### src/rtl/pattern_pkg.sv
// Shared definitions for the pattern sequence controller: state encoding,
// default sizing constants and the length-field width derivation.
package pattern_pkg;

    localparam int MAX_LEN_DEF = 8;
    localparam int CNT_W_DEF   = 8;

    typedef enum logic [1:0] {
        ST_IDLE = 2'd0,
        ST_RUN  = 2'd1,
        ST_DONE = 2'd2
    } state_e;

    // Length field must hold the value MAX_LEN itself, hence the +1.
    function automatic int len_width(input int max_len);
        return $clog2(max_len) + 1;
    endfunction

endpackage

### src/rtl/pattern_shift_match.sv
// Serial history shift register with fill tracking and a length-masked
// compare against the loaded pattern. The hit output is combinational and
// looks at the incoming bit, so the controller can register the match on
// the same edge that shifts the completing bit in.
module pattern_shift_match
    import pattern_pkg::*;
#(
    parameter int MAX_LEN = MAX_LEN_DEF,
    parameter int LEN_W   = len_width(MAX_LEN_DEF)
) (
    input  logic               clk,
    input  logic               rst,
    input  logic               shift_en,
    input  logic               clr,
    input  logic               overlap,
    input  logic               data_in,
    input  logic [MAX_LEN-1:0] pattern,
    input  logic [LEN_W-1:0]   len,
    output logic               hit
);

    logic [MAX_LEN-1:0] hist_q;
    logic [MAX_LEN-1:0] hist_nxt;
    logic [MAX_LEN-1:0] mask;
    logic [LEN_W-1:0]   fill_q;
    logic [LEN_W-1:0]   fill_inc;

    // Next history view, active-length mask and saturating fill lookahead.
    always_comb begin
        hist_nxt = {hist_q[MAX_LEN-2:0], data_in};
        mask     = '0;
        for (int i = 0; i < MAX_LEN; i++) begin
            mask[i] = (LEN_W'(i) < len);
        end
        fill_inc = (fill_q >= len) ? len : fill_q + LEN_W'(1);
        hit      = shift_en && (len != '0) && (fill_inc >= len) &&
                   (((hist_nxt ^ pattern) & mask) == '0);
    end

    // Fill counter; a non-overlapping match restarts the count from zero.
    always_ff @(posedge clk or negedge rst) begin
        if (!rst) begin
            fill_q <= '0;
        end else if (clr) begin
            fill_q <= '0;
        end else if (shift_en) begin
            fill_q <= (hit && !overlap) ? '0 : fill_inc;
        end
    end

    // History is pure data; it is cleared on run entry rather than by reset.
    always_ff @(posedge clk) begin
        if (clr) begin
            hist_q <= '0;
        end else if (shift_en) begin
            hist_q <= hist_nxt;
        end
    end

endmodule

### src/rtl/pattern_seq_ctrl.sv
// Programmable serial pattern-detection controller. Accepts a pattern
// configuration over a valid/ready handshake, runs a shift-register matcher
// over the qualified serial stream, counts matches and reports completion.
// Optional build macro PATTERN_SEQ_CTRL_TIMEOUT_EN adds a RUN-state
// inactivity timeout (parameter TO_CYCLES, output timeout).
module pattern_seq_ctrl
    import pattern_pkg::*;
#(
    parameter int MAX_LEN = MAX_LEN_DEF,
    parameter int CNT_W   = CNT_W_DEF,
    parameter int LEN_W   = len_width(MAX_LEN)
`ifdef PATTERN_SEQ_CTRL_TIMEOUT_EN
    ,
    parameter int TO_CYCLES = 1024
`endif
) (
    input  logic               clk,
    input  logic               rst,
    input  logic               cfg_valid,
    output logic               cfg_ready,
    input  logic [MAX_LEN-1:0] cfg_pattern,
    input  logic [LEN_W-1:0]   cfg_len,
    input  logic               cfg_overlap,
    input  logic [CNT_W-1:0]   cfg_target,
    output logic               cfg_err,
    input  logic               start,
    input  logic               abort,
    input  logic               data_valid,
    input  logic               data_in,
    output logic               pattern_det,
    output logic [CNT_W-1:0]   match_cnt,
    output logic               busy,
`ifdef PATTERN_SEQ_CTRL_TIMEOUT_EN
    output logic               timeout,
`endif
    output logic               done
);

    state_e             state_q, state_d;
    logic               loaded_q, loaded_d;
    logic               err_q, err_d;
    logic               det_q, det_d;
    logic [CNT_W-1:0]   cnt_q, cnt_d;
    logic [CNT_W-1:0]   cnt_inc;

    logic [MAX_LEN-1:0] pat_q;
    logic [LEN_W-1:0]   len_q;
    logic               ovl_q;
    logic [CNT_W-1:0]   tgt_q;

    logic               cfg_accept;
    logic               len_ok;
    logic               start_go;
    logic               shift_en;
    logic               hit;

`ifdef PATTERN_SEQ_CTRL_TIMEOUT_EN
    localparam int TO_W = $clog2(TO_CYCLES + 1);
    logic [TO_W-1:0]    to_cnt_q, to_cnt_d;
    logic               timeout_q, timeout_d;
`endif

    assign cfg_ready   = (state_q != ST_RUN);
    assign cfg_accept  = cfg_valid && cfg_ready;
    assign len_ok      = (cfg_len != '0) && (cfg_len <= LEN_W'(MAX_LEN));
    // A same-cycle configuration wins over start.
    assign start_go    = start && loaded_q && cfg_ready && !cfg_accept;
    // Abort suppresses the shift so a coinciding completing bit never matches.
    assign shift_en    = (state_q == ST_RUN) && data_valid && !abort;
    assign cnt_inc     = (cnt_q == '1) ? cnt_q : cnt_q + CNT_W'(1);

    assign cfg_err     = err_q;
    assign pattern_det = det_q;
    assign match_cnt   = cnt_q;
    assign busy        = (state_q == ST_RUN);
    assign done        = (state_q == ST_DONE);
`ifdef PATTERN_SEQ_CTRL_TIMEOUT_EN
    assign timeout     = timeout_q;
`endif

    pattern_shift_match #(
        .MAX_LEN (MAX_LEN),
        .LEN_W   (LEN_W)
    ) u_match (
        .clk      (clk),
        .rst      (rst),
        .shift_en (shift_en),
        .clr      (start_go),
        .overlap  (ovl_q),
        .data_in  (data_in),
        .pattern  (pat_q),
        .len      (len_q),
        .hit      (hit)
    );

    // Next-state logic for the FSM, handshake flags and match counter.
    always_comb begin
        state_d  = state_q;
        loaded_d = loaded_q;
        err_d    = 1'b0;
        det_d    = 1'b0;
        cnt_d    = cnt_q;
`ifdef PATTERN_SEQ_CTRL_TIMEOUT_EN
        to_cnt_d  = to_cnt_q;
        timeout_d = timeout_q;
`endif
        if (cfg_accept) begin
            if (len_ok) begin
                loaded_d = 1'b1;
            end else begin
                err_d = 1'b1;
            end
        end
        case (state_q)
            ST_IDLE, ST_DONE: begin
                if (start_go) begin
                    state_d = ST_RUN;
                    cnt_d   = '0;
`ifdef PATTERN_SEQ_CTRL_TIMEOUT_EN
                    to_cnt_d  = '0;
                    timeout_d = 1'b0;
`endif
                end
            end
            ST_RUN: begin
                if (abort) begin
                    state_d = ST_IDLE;
                end else if (hit) begin
                    det_d = 1'b1;
                    cnt_d = cnt_inc;
                    if ((tgt_q != '0) && (cnt_inc == tgt_q)) begin
                        state_d = ST_DONE;
                    end
`ifdef PATTERN_SEQ_CTRL_TIMEOUT_EN
                    to_cnt_d = '0;
                end else if (to_cnt_q == TO_W'(TO_CYCLES - 1)) begin
                    state_d   = ST_DONE;
                    timeout_d = 1'b1;
                end else begin
                    to_cnt_d = to_cnt_q + TO_W'(1);
`endif
                end
            end
            default: state_d = ST_IDLE;
        endcase
    end

    // Control state registers.
    always_ff @(posedge clk or negedge rst) begin
        if (!rst) begin
            state_q  <= ST_IDLE;
            loaded_q <= 1'b0;
            err_q    <= 1'b0;
            det_q    <= 1'b0;
            cnt_q    <= '0;
        end else begin
            state_q  <= state_d;
            loaded_q <= loaded_d;
            err_q    <= err_d;
            det_q    <= det_d;
            cnt_q    <= cnt_d;
        end
    end

`ifdef PATTERN_SEQ_CTRL_TIMEOUT_EN
    // Inactivity counter and sticky timeout flag.
    always_ff @(posedge clk or negedge rst) begin
        if (!rst) begin
            to_cnt_q  <= '0;
            timeout_q <= 1'b0;
        end else begin
            to_cnt_q  <= to_cnt_d;
            timeout_q <= timeout_d;
        end
    end
`endif

    // Configuration fields are data; the loaded flag alone marks validity.
    always_ff @(posedge clk) begin
        if (cfg_accept && len_ok) begin
            pat_q <= cfg_pattern;
            len_q <= cfg_len;
            ovl_q <= cfg_overlap;
            tgt_q <= cfg_target;
        end
    end

endmodule

### config.mk
export PLATFORM = sky130hd
export DESIGN_NAME = pattern_seq_ctrl
export DESIGN_NICKNAME = d
export VERILOG_FILES = /design/src/rtl/pattern_pkg.sv /design/src/rtl/pattern_shift_match.sv /design/src/rtl/pattern_seq_ctrl.sv
export SDC_FILE = /design/constraint.sdc
export NUM_CORES = 1
export LEC_CHECK = 0
export ABC_CLOCK_PERIOD_IN_PS = 4300
export CORE_MARGIN = 2
export CORE_UTILIZATION = 53
export CTS_BUF_LIST = sky130_fd_sc_hd__clkbuf_16
export CTS_CLUSTER_SIZE = 30
export DETAILED_ROUTE_END_ITERATION = 12
export PLACE_DENSITY = 0.8
export SYNTH_ARGS = -nofsm -noshare
export SYNTH_HDL_FRONTEND = slang
export SYNTH_SLANG_ARGS = --single-unit
### constraint.sdc
create_clock -name clk -period 4.3 [get_ports clk]
set_clock_uncertainty 0.05 [all_clocks]
set_input_delay 0.86 -clock clk [delete_from_list [all_inputs] [get_ports clk]]
set_output_delay 0.86 -clock clk [all_outputs]
set_load 0.05 [all_outputs]
=== Word-level counts from Yosys, hierarchy flattened ===
Index checks and enable logic that the tools add are counted.

* Add/sub/neg operators: 2
* Multipliers: 0
* Divide/modulo/power cells: 0
* Magnitude comparators: 11
* Equality and inequality tests: 10
* Shifts and indexed selects: 0
* Muxes and demuxes: 19
* Bitwise gates (word level): 2
* Reductions and logical operators: 27

{| class="wikitable"
|+ Operators with widths
! kind !! count
|-
| $mux W8 || 4
|-
| $lt A3 B4 Y1 const A || 4
|-
| $mux W4 || 4
|-
| $pmux W8 S2 || 1
|-
| $logic_and A1 B1 Y1 || 13
|-
| $add A8 B1 Y8 const B || 1
|-
| $and A8 B8 Y8 || 1
|-
| $eq A8 B8 Y1 || 1
|-
| $eq A8 B8 Y1 const B || 1
|-
| $ge A4 B4 Y1 || 2
|-
| $logic_not A8 Y1 || 1
|-
| $lt A1 B4 Y1 const A || 2
|-
| $lt A2 B4 Y1 const A || 2
|-
| $mux W2 || 4
|-
| $reduce_bool A4 Y1 || 2
|-
| $reduce_bool A8 Y1 || 1
|-
| $xor A8 B8 Y8 || 1
|-
| $ne A3 B2 Y1 const B || 2
|-
| $mux W1 || 5
|-
| $add A4 B1 Y4 const B || 1
|-
| $le A4 B4 Y1 const B || 1
|-
| $ne A2 B1 Y1 const B || 2
|-
| $ne A2 B2 Y1 const B || 2
|-
| $pmux W2 S2 || 1
|-
| 9 further kinds || 12
|}

* Register bits after elaboration: 45
* Bits in latches: 0
* Memory bits (writable): 0
* Memory bits (read-only): 0
* Input bits: 28
* Output and inout bits: 13
* Memories kept: 0

=== Longest topological paths before layout ===
Gate-level depths: netlist of the first run.

* Depth in word-level cells: 10
* Gate-level depth with buffers: 16
* Depth with buffers taken out: 16

=== Hierarchy ===
A second synthesis of the first run with hierarchy kept.

* Cells, all modules: 221
* Area, all modules: 2,498.6 um^2

{| class="wikitable"
|+ By module, submodules not included
! module !! times used !! cells an instance !! area an instance (um^2)
|-
| pattern_seq_ctrl || 1 || 134 || 1,654.1
|-
| pattern_shift_match || 1 || 87 || 844.6
|}

=== Least setup slack after synthesis of the first run ===
Ideal clock, no wire load.

* Path kind: flip-flop to flip-flop
* Start point: register len_q[0]
* End point: register state_q[0]
* Arrival time: 2,964 ps
* Slack: 1,129 ps
* Cell stages (with the launch flop): 14
* Buffers on the path: 0
* Path through: edfxtp_1 ha_1 nand2b_1 a21o_1 a21o_1 a21oi_1 o21ai_0 ha_1 o21ai_0 a21oi_1 a2bb2oi_4 nand2_4 nor4b_2 o32ai_1

* Word-level cells in the longest chain between the ends: 7
* Elaborated cells between the ends (all ways): 19

{| class="wikitable"
|+ Ends and longest elaborated chain
! what !! line !! text
|-
| start, declared || pattern_seq_ctrl.sv:47 || <nowiki>logic [LEN_W-1:0] len_q;</nowiki>
|-
| start signal, assigned || pattern_seq_ctrl.sv:182 || <nowiki>len_q <= cfg_len;</nowiki>
|-
| $ge A4 B4 Y1 || pattern_shift_match.sv:35 || <nowiki>fill_inc = (fill_q >= len) ? len : fill_q + LEN_W'(1);</nowiki>
|-
| $mux W4 || pattern_shift_match.sv:35 ||
|-
| $ge A4 B4 Y1 || pattern_shift_match.sv:36 || <nowiki>hit = shift_en && (len != '0) && (fill_inc >= len) &&</nowiki>
|-
| $logic_and A1 B1 Y1 || pattern_shift_match.sv:36 ||
|-
| $logic_and A1 B1 Y1 (*) || pattern_shift_match.sv:36 ||
|-
| $ne A3 B2 Y1 (no line) (*) || -- ||
|-
| $reduce_and A3 Y1 (no line) (*) || -- ||
|-
| end signal, assigned || pattern_seq_ctrl.sv:157 || <nowiki>state_q <= state_d;</nowiki>
|-
| end, declared || pattern_seq_ctrl.sv:39 || <nowiki>state_e state_q, state_d;</nowiki>
|}

Mark *: on every way between the ends. The rest lies on a longest branch, timed or not.
A chain may end at the register's enable or synchronous reset.

=== Worst setup path in the final report of the first run ===
* Start point: register len_q[0]
* End point: register cnt_q[7], in the netlist match_cnt[7]

* Word-level cells in the longest chain between the ends: 7
* Elaborated cells between the ends (all ways): 19

{| class="wikitable"
|+ Ends and longest elaborated chain
! what !! line !! text
|-
| $ge A4 B4 Y1 || pattern_shift_match.sv:35 ||
|-
| $mux W4 || pattern_shift_match.sv:35 ||
|-
| $ge A4 B4 Y1 || pattern_shift_match.sv:36 ||
|-
| $logic_and A1 B1 Y1 || pattern_shift_match.sv:36 ||
|-
| $logic_and A1 B1 Y1 (*) || pattern_shift_match.sv:36 ||
|-
| $ne A2 B1 Y1 (no line) (*) || -- ||
|-
| $reduce_and A4 Y1 (no line) (*) || -- ||
|-
| end signal, assigned || pattern_seq_ctrl.sv:161 || <nowiki>cnt_q <= cnt_d;</nowiki>
|-
| end, declared || pattern_seq_ctrl.sv:43 || <nowiki>logic [CNT_W-1:0] cnt_q, cnt_d;</nowiki>
|}

Marked as above.

==> results of run 1 <==
power groups by stage:
stage / sequential (uW) / combinational, uW / clock (uW)
global placement: 509 / 184 / 0
finish: 502 / 190 / 431
global route: 505 / 213 / 454
floorplan: 507 / 127 / 0
detailed placement: 510 / 191 / 0
CTS: 502 / 191 / 436
logic make-up after synthesis:
family,Yosys count,share of synthesized area (%)
AO/OA/AOI/OAI,59,18.2
XOR/XNOR,19,7.02
adder cells (fa/ha/maj),10,5.28
buffers and inverters,15,2.43
flip-flops,45,50.4
multiplexers,5,2.16
AND/OR/NAND/NOR,62,14.5
synth_stat cells (all sizes together), types with 2 or more instances:
| master | number | area share, % |
|---|---|---|
| a21o | 4 | 1.3 |
| nor3 | 5 | 1.3 |
| nand2b | 5 | 1.3 |
| nand3b | 2 | 0.63 |
| and3 | 4 | 1.1 |
| nand3 | 5 | 1.1 |
| edfxtp | 21 | 27 |
| o22a | 3 | 1.1 |
| xor2 | 10 | 3.7 |
| xnor2 | 9 | 3.3 |
| a22o | 7 | 2.6 |
| a21oi | 12 | 2.7 |
| dfxtp | 7 | 5.9 |
| o31ai | 2 | 0.63 |
| ha | 10 | 5.3 |
| o21ai | 13 | 2.7 |
| nor2 | 14 | 2.2 |
| a32o | 4 | 1.7 |
| o22ai | 2 | 0.53 |
| mux2i | 4 | 1.7 |
| nor4 | 2 | 0.53 |
| a31oi | 5 | 1.6 |
| inv | 7 | 1.1 |
| clkbuf | 7 | 1.1 |
| nand2 | 14 | 2.5 |
| nor3b | 3 | 0.95 |
| dfrtp | 17 | 18 |
area by class of cell:
| cell class | instances | area [um2] | area share (%) |
|---|---|---|---|
| sequential | 45 | 1200 | 40.1 |
| multi-input combinational | 155 | 1120 | 37.5 |
| timing repair buffer | 41 | 408 | 13.7 |
| clock buffer | 5 | 125 | 4.20 |
| tap | 52 | 65.1 | 2.18 |
| clock inverter | 3 | 42.5 | 1.43 |
| inverter | 7 | 26.3 | 0.882 |
sequential cells by signal, summed over array words and instances, names as in the netlist:
signal / flops
match_cnt: 8
pat_q: 8
tgt_q: 8
u_match.hist_q: 7
len_q: 4
u_match.fill_q: 4
state_q: 2
cfg_err: 1
loaded_q: 1
ovl_q: 1
pattern_det: 1
worst max path at each step:
stage,start,end
final,len_q[0],match_cnt[7]
after global routing,len_q[0],match_cnt[7]
after CTS,len_q[0],match_cnt[7]
after detailed placement,len_q[0],match_cnt[7]
after global placement,len_q[0],match_cnt[7]
after floorplan,len_q[0],state_q[0]
metrics by stage:
stage	utilization, %	std cells	total power [uW]	setup WS (ns)	hold slack, ns
detailed placement	65.0	300	701	0.841	0.421
global placement	65.0	300	693	0.932	0.409
global route	68.9	308	1170	0.487	0.446
floorplan	-	215	633	1.13	0.390
CTS	68.9	308	1130	0.797	0.437
finish	68.9	308	1120	0.786	0.432
per-layer routing:
layer / wire length, um / vias to the layer above
met3: 267 / 7
met5: 0 / -
met1: 2350 / 875
li1: - / 888
met4: 87 / 0
met2: 2230 / 62
critical path, stage by stage (launching register included):
cell       delay [ns]
edfxtp_1         0.48
ha_1             0.33
nand2b_1         0.14
a21o_1           0.17
a21o_1           0.16
a21oi_1          0.42
mux2i_1          0.29
ha_1             0.26
o21ai_0          0.16
a21oi_1          0.11
a2bb2oi_4        0.17
a21oi_2          0.35
nor3_1           0.11
o22a_1           0.18
==> impl_metrics.toml, run 1 <==
[cells_and_area]
synthToLayoutAreaGrowth_pct = 25.7
final_area_um2 = 2980
fillers = 350
layout-drive-gt1-share_pct = 6.64
mostFrequentLayoutCell = "clkdlybuf4s50_1"
antennaDiodeCount = 0
final_nets = 293
final_cell_mix = "clkdlybuf4s50_1, edfxtp_1, dfrtp_1"

[die]
row_count = 24
initial_utilization_pct = 54.8
die_x_um = 70.9
io_pins = 41
core_area_um2 = 4320
fp.dieArea_um2 = 5020
fp.dieH_um = 70.9

[clock_network]
cts_resized = 0
cts_made_buffers = 5
cts_root_buf = "clkbuf_16"
cts_hold_buffers = 0
cts_num_sinks = 45
cts_tree = "done"
clkLatencyLatePin_ns = 0.28
cts_setup_buffers = 0
max-clock-path-buffers = 2
htreeDepth = 2
clkTransAtPathRegs_ns = 0.06

[routing]
dr_total_vias = 1832
ant_nets = 0
dr.first_iter.drc_count = 171
wirelength_um = 4940
drtPass1Iterations = 4
drc = 0
vias_per_cell = 5.95
routedWlPerCell_um = 16.0

[global_route]
grt-ovfl-total = 0
met2_usage_pct = 32.0
busiest_layer = "met2"
gr-usage-met1_pct = 31.1
grt_util_all_layers_pct = 21.5
met3_usage_pct = 4.99
grt_pass1_vias = 1807
grt_pass1_wl_um = 8400
grt_max_degree = 23
grt_antenna_before_repair = 0

[yosys]
yosysUniqueCellTypes = 50
synth_cells = 215
syn_nets = 253
async_flop_share_pct = 37.8
synth_area_per_cell_um2 = 11.0
synth_area_um2 = 2370
synth-seq-area-share_pct = 50.4
synth_edf_count = 21
synth_ff_type = "edfxtp_1"
synth-seq-cells = 45
ys_warn_count = 0

[timing]
tightest_slew_ns = 0.912
min_period_over_period_pct = 81.7
finalSetupViolations = 0
rsz0062_at_grt = "false"
slew_headroom_pct = 39.2
fmax_ghz = 0.285
setup_tns_ns = 0
fin_crit_ns = 3.51
slew_viol_final = 0
hold_viol_final = 0

[power_and_ir_drop]
p_sw_uw = 281
p_int_uw = 842
clockPowerShare_pct = 38.4
ir_drop_v = 0.000292
power-per-cell-area_nw_per_um2 = 377
power_frac_seq_pct = 44.7
comb_power_share_pct = 17.0
p_sw_share_pct = 25.0
p_leak_uw = 0.00121

[setup_path]
critPathRequiredTime_ns = 4.42
crit_type = "flop to flop"
critPathArrivalTime_ns = 3.63
reg2reg_to = "match_cnt[7]"
start_kind = "flop"
reg2reg_depth = 13
rrSetupSlack_ns = 0.79
end_kind = "flop"
critPathMaxFanout = 9
r2r_start = "len_q[0]"

[placed_design]
dpl.hpwl_um = 3610
portBuffers = 40
gp_congestion = 0.882
placed_area_um2 = 2810

[job]
drv_cap = 0

[run_status]
status = "finished clean"

[worst_hold_path]
min_from = "loaded_q"
min_to = "loaded_q"
hold_path_class = "flop to flop"
holdPathStages = 1
Note: power is estimated with default switching activity, not from simulation.
==> inputs of run 2 (changes only) <==
- ABC_CLOCK_PERIOD_IN_PS: 4300 -> 3100
- CORE_UTILIZATION: 53 -> 47
- PLACE_DENSITY: 0.8 -> 0.75
- clock period: 4.3 -> 3.1 ns (I/O delays scaled with it)
==> run 2 against run 1 <==
Effect of this change: non-clock buffer count rose by 12; combinational power up 83%; largest power group unchanged; setup slack got worse by 0.78 ns; wire length is 8.6% higher; global-route usage is 0.93 points lower; fmax grew 13%; largest cell class is now multi-input gates; critical endpoint is now match_cnt[2].
==> impl_metrics.toml, run 2 (same netlist as run 1, synthesis figures left out) <==
[setup_path]
critPathMaxFanout = 7
end_kind = "flop"
start_kind = "flop"
r2r_start = "u_match.fill_q[0]"
crit_start = "u_match.fill_q[0]"
crit_type = "flop to flop"
critPathArrivalTime_ns = 3.21
critPathRequiredTime_ns = 3.21

[cells_and_area]
antennaDiodeCount = 0
final_cell_mix = "clkdlybuf4s50_1, edfxtp_1, dfrtp_1"
final_util_pct = 66.0
final_nets = 305
synthToLayoutAreaGrowth_pct = 33.2
multi_input_area_um2 = 1200
mostFrequentLayoutCell = "clkdlybuf4s50_1"
layout-drive-gt1-share_pct = 16.0
stdcell_count = 335
seq_area_um2 = 1200
fillers = 386

[routing]
routedWlPerCell_um = 16.0
ant_nets = 0
wirelength_um = 5360
vias_per_cell = 5.67
drc = 0
dr_total_vias = 1899
drtPass1Iterations = 4
dr.first_iter.drc_count = 204

[placed_design]
pre_cts_slack_ns = -0.0878
dp.cells = 324
portBuffers = 40
gp_congestion = 0.938
dpl.hpwl_um = 3870

[timing]
finalSetupViolations = 0
fin_ws_ns = 0.000996
setup_tns_ns = 0
fin_crit_ns = 3.10
slew_headroom_pct = 46.2
rsz0062_at_grt = "true"
min_period_over_period_pct = 100
tightest_slew_ns = 0.804
hold_viol_final = 0
slew_viol_final = 0
fmax_ghz = 0.323
hold_ws_ns = 0.423

[die]
row_count = 25
io_pins = 41
initial_utilization_pct = 49.5
fp.dieH_um = 75.0
die_x_um = 75.0
core_area_um2 = 4790
fp.dieArea_um2 = 5630

[clock_network]
max-clock-path-buffers = 2
htreeDepth = 2
clkTransAtPathRegs_ns = 0.06
cts_num_sinks = 45
cts_made_buffers = 5
clkLatencyLatePin_ns = 0.28
cts_root_buf = "clkbuf_16"
cts_tree = "done"

[global_route]
grt_max_degree = 18
grt_pass1_vias = 1769
grt-ovfl-total = 0
grt_pass1_wl_um = 8690
grt_util_all_layers_pct = 20.6
grt_antenna_before_repair = 0

[power_and_ir_drop]
ir_drop_v = 0.000360
p_leak_uw = 0.00128
power-per-cell-area_nw_per_um2 = 494

[job]
drv_cap = 0

[run_status]
status = "finished clean"

[worst_hold_path]
min_from = "loaded_q"
hold_path_class = "flop to flop"
==> run 2: layer usage <==
metal	track usage, %	wire length (um)
met1	31.0	2550
met2	30.2	2470
met3	3.88	290
met4	6.35	48
met5	0	0
==> run 2: stage by stage <==
stage / cell area [um2] / total power, uW
6_report: 3160 / 1560
2_1_floorplan: 2370 / 882
4_1_cts: 3070 / 1520
3_5_place_dp: 2900 / 989
5_1_grt: 3160 / 1630
3_3_place_gp: 2900 / 982
==> run 2: path summary, 6_finish.rpt <==
| check | endpoint | slack (ns) | cells after the start |
|---|---|---|---|
| worst max-delay path | match_cnt[2] | 0.001 | 15 |
| worst max register to register | match_cnt[2] | 0.001 | 15 |
| worst min register to register | loaded_q | 0.42 | 1 |
| min in group asynchronous | match_cnt[4] | 0.75 | 1 |
| max in group asynchronous | loaded_q | 1.75 | 1 |
| worst min-delay path | loaded_q | 0.42 | 1 |
==> run 2: critical path, stage by stage, from the launching register on <==
cell and delay [ns]:
dfrtp_1 0.39, inv_2 0.10, ha_4 0.20, nand2b_4 0.12, a21o_1 0.15, a21o_1 0.18
a21oi_4 0.28, mux2i_2 0.28, ha_1 0.18, o21ai_2 0.06, a21oi_2 0.19, a2bb2oi_4 0.23
a21oi_2 0.10, buf_6 0.15, o21ai_0 0.21, o21ai_1 0.09
==> run 2: report_power, final <==
group	leakage [uW]	switching, uW	total [uW]	internal, uW
logic	0.000730	178	347	169
registers	0.000480	29.8	693	663
clock network	0.0000702	221	521	300
==> run 2: final cells by class <==
type | count | area share [%]
timing repair buffer | 53 | 15.8
tap | 67 | 2.65
inverter | 7 | 0.911
sequential | 45 | 37.9
clock buffer | 5 | 3.96
clock inverter | 3 | 0.673
multi-input combinational | 155 | 38.1
==> run 2: timing repair <==
action / CTS / global route
endpoints found under the hold margin: 0 / 0
setup buffers: 0 / 2
hold buffers: 0 / 0
gates cloned: 0 / 1
endpoints found under the setup margin: 13 / 14
gates resized for setup: 4 / 18
pin swaps: 1 / 17
==> inputs of run 3 (changes only) <==
- REMOVE_ABC_BUFFERS: default -> 1
==> run 3 against run 2 <==
Effect of this change: the flow now finishes with violations (setup timing); power grew 8.7%; clock-buffer cell count is the same; global-route usage is 1.7 points higher; largest power group unchanged; critical path type unchanged; flip-flop and latch count is the same.
==> impl_metrics.toml, run 3 (same netlist as run 1, synthesis figures left out) <==
[run_status]
status = "finished, violations left"
violations = "setup timing"

[clock_network]
cts_num_sinks = 45
cts_tree = "done"
cts_made_buffers = 5
max-clock-path-buffers = 2
htreeDepth = 2
clkLatencyLatePin_ns = 0.28
clkTransAtPathRegs_ns = 0.06
cts_root_buf = "clkbuf_16"

[cells_and_area]
mostFrequentLayoutCell = "clkdlybuf4s50_1"
layout-drive-gt1-share_pct = 17.9
final_cell_mix = "clkdlybuf4s50_1, edfxtp_1, dfrtp_1"
stdcell_count = 341
final_util_pct = 68.1
synthToLayoutAreaGrowth_pct = 37.5
antennaDiodeCount = 0
fillers = 346
final_nets = 311

[setup_path]
critPathArrivalTime_ns = 3.27
end_kind = "flop"
slowest_delay_ns = 0.46
r2r_start = "len_q[0]"
rrSetupSlack_ns = -0.06
reg2reg_to = "match_cnt[6]"
critPathSlowestCell = "edfxtp_1"
path_cells = "ha_4 > nand2b_4 > a21o_1 > a21o_1 > a21oi_2 > buf_6 > mux2i_4 > ha_4 > o21ai_2 > a21oi_2 > a2bb2oi_4 > buf_6 > a21oi_4 > nor2_1 > o22a_1"
critPathMaxFanout = 7
reg2reg_depth = 15
crit_type = "flop to flop"
start_kind = "flop"
critPathRequiredTime_ns = 3.21

[die]
io_pins = 41
initial_utilization_pct = 49.5
core_area_um2 = 4790
row_count = 25
fp.dieH_um = 75.0
fp.dieArea_um2 = 5630
die_x_um = 75.0

[routing]
drc = 0
vias_per_cell = 5.85
wirelength_um = 6120
dr_total_vias = 1994
ant_nets = 0
dr.first_iter.drc_count = 224
routedWlPerCell_um = 17.9
drtPass1Iterations = 5

[timing]
fin_ws_ns = -0.0580
finalSetupViolations = 2
slew_viol_final = 0
min_period_over_period_pct = 102
tightest_slew_ns = 0.836
hold_viol_final = 0
setup_tns_ns = -0.0700
fin_crit_ns = 3.16
fmax_ghz = 0.317
rsz0062_at_grt = "true"
hold_ws_ns = 0.429
slew_headroom_pct = 44.1

[power_and_ir_drop]
ir_drop_v = 0.000346
power-per-cell-area_nw_per_um2 = 520
p_leak_uw = 0.00132

[global_route]
grt-ovfl-total = 0
grt_max_degree = 18
grt_pass1_vias = 1901
grt_util_all_layers_pct = 22.3
grt_pass1_wl_um = 9350
grt_antenna_before_repair = 0

[placed_design]
gp_congestion = 0.843
dpl.hpwl_um = 3780
dp.cells = 323
pre_cts_slack_ns = -0.130
portBuffers = 40

[worst_hold_path]
min_to = "loaded_q"
hold_path_class = "flop to flop"
min_from = "loaded_q"
holdPathStages = 1

[job]
drv_cap = 0
run 3: metal layers:
metal	track usage, %	share of wire (%)	vias up
li1	-	-	925
met1	31.6	42	942
met2	34.3	48	109
met3	4.28	7.7	18
met4	8.13	2.2	0
met5	0	0	-
run 3: report_power, final:
group	internal, uW	leakage, uW	switching, uW
Sequential	663	0.000480	30.2
Combinational	204	0.000758	202
Clock	378	0.0000852	218
Total	1250	0.00132	451
run 3: worst max path at each step:
stage / start / endpoint / slack, ns
after floorplan: len_q[0] / state_q[0] / -0.07
after global placement: len_q[0] / match_cnt[7] / 0.01
after detailed placement: len_q[0] / match_cnt[7] / -0.13
after CTS: len_q[0] / state_q[0] / 0.003
after global routing: len_q[0] / match_cnt[6] / -0.14
final: len_q[0] / match_cnt[6] / -0.06
run 3: repair_timing:
action                                 4_1_cts  5_1_grt
endpoints found under the hold margin        0        0
pin swaps                                   13       11
cloned                                       1        0
setup endpoints to repair                   14       14
gates resized for setup                     15       14
setup buffers                                4        5
hold buffers                                 0        0
run 3: worst max-delay path, delay by kind of cell (launching register included):
family | cells | cell delay [ns]
AO/OA/AOI/OAI | 8 | 1.27
adder cells (fa/ha/maj) | 2 | 0.47
buffers and inverters | 2 | 0.28
flip-flops | 1 | 0.46
multiplexers | 1 | 0.26
AND/OR/NAND/NOR | 2 | 0.24
run 3: stage by stage:
| step | area (um2) | power, uW |
|---|---|---|
| 4_1_cts | 3150 | 1630 |
| 3_3_place_gp | 2890 | 979 |
| 6_report | 3260 | 1700 |
| 5_1_grt | 3260 | 1760 |
| 3_5_place_dp | 2890 | 989 |
| 2_1_floorplan | 2340 | 876 |
run 3: cell type report:
class	count	area, um2	share of cell area, %
inverters	7	28.8	0.883
clock buffers	5	125	3.84
clock inverters	3	42.5	1.30
repair buffers	58	543	16.7
well taps	67	83.8	2.57
flip-flops and latches	45	1200	36.7
multi-input cells	156	1240	38.1
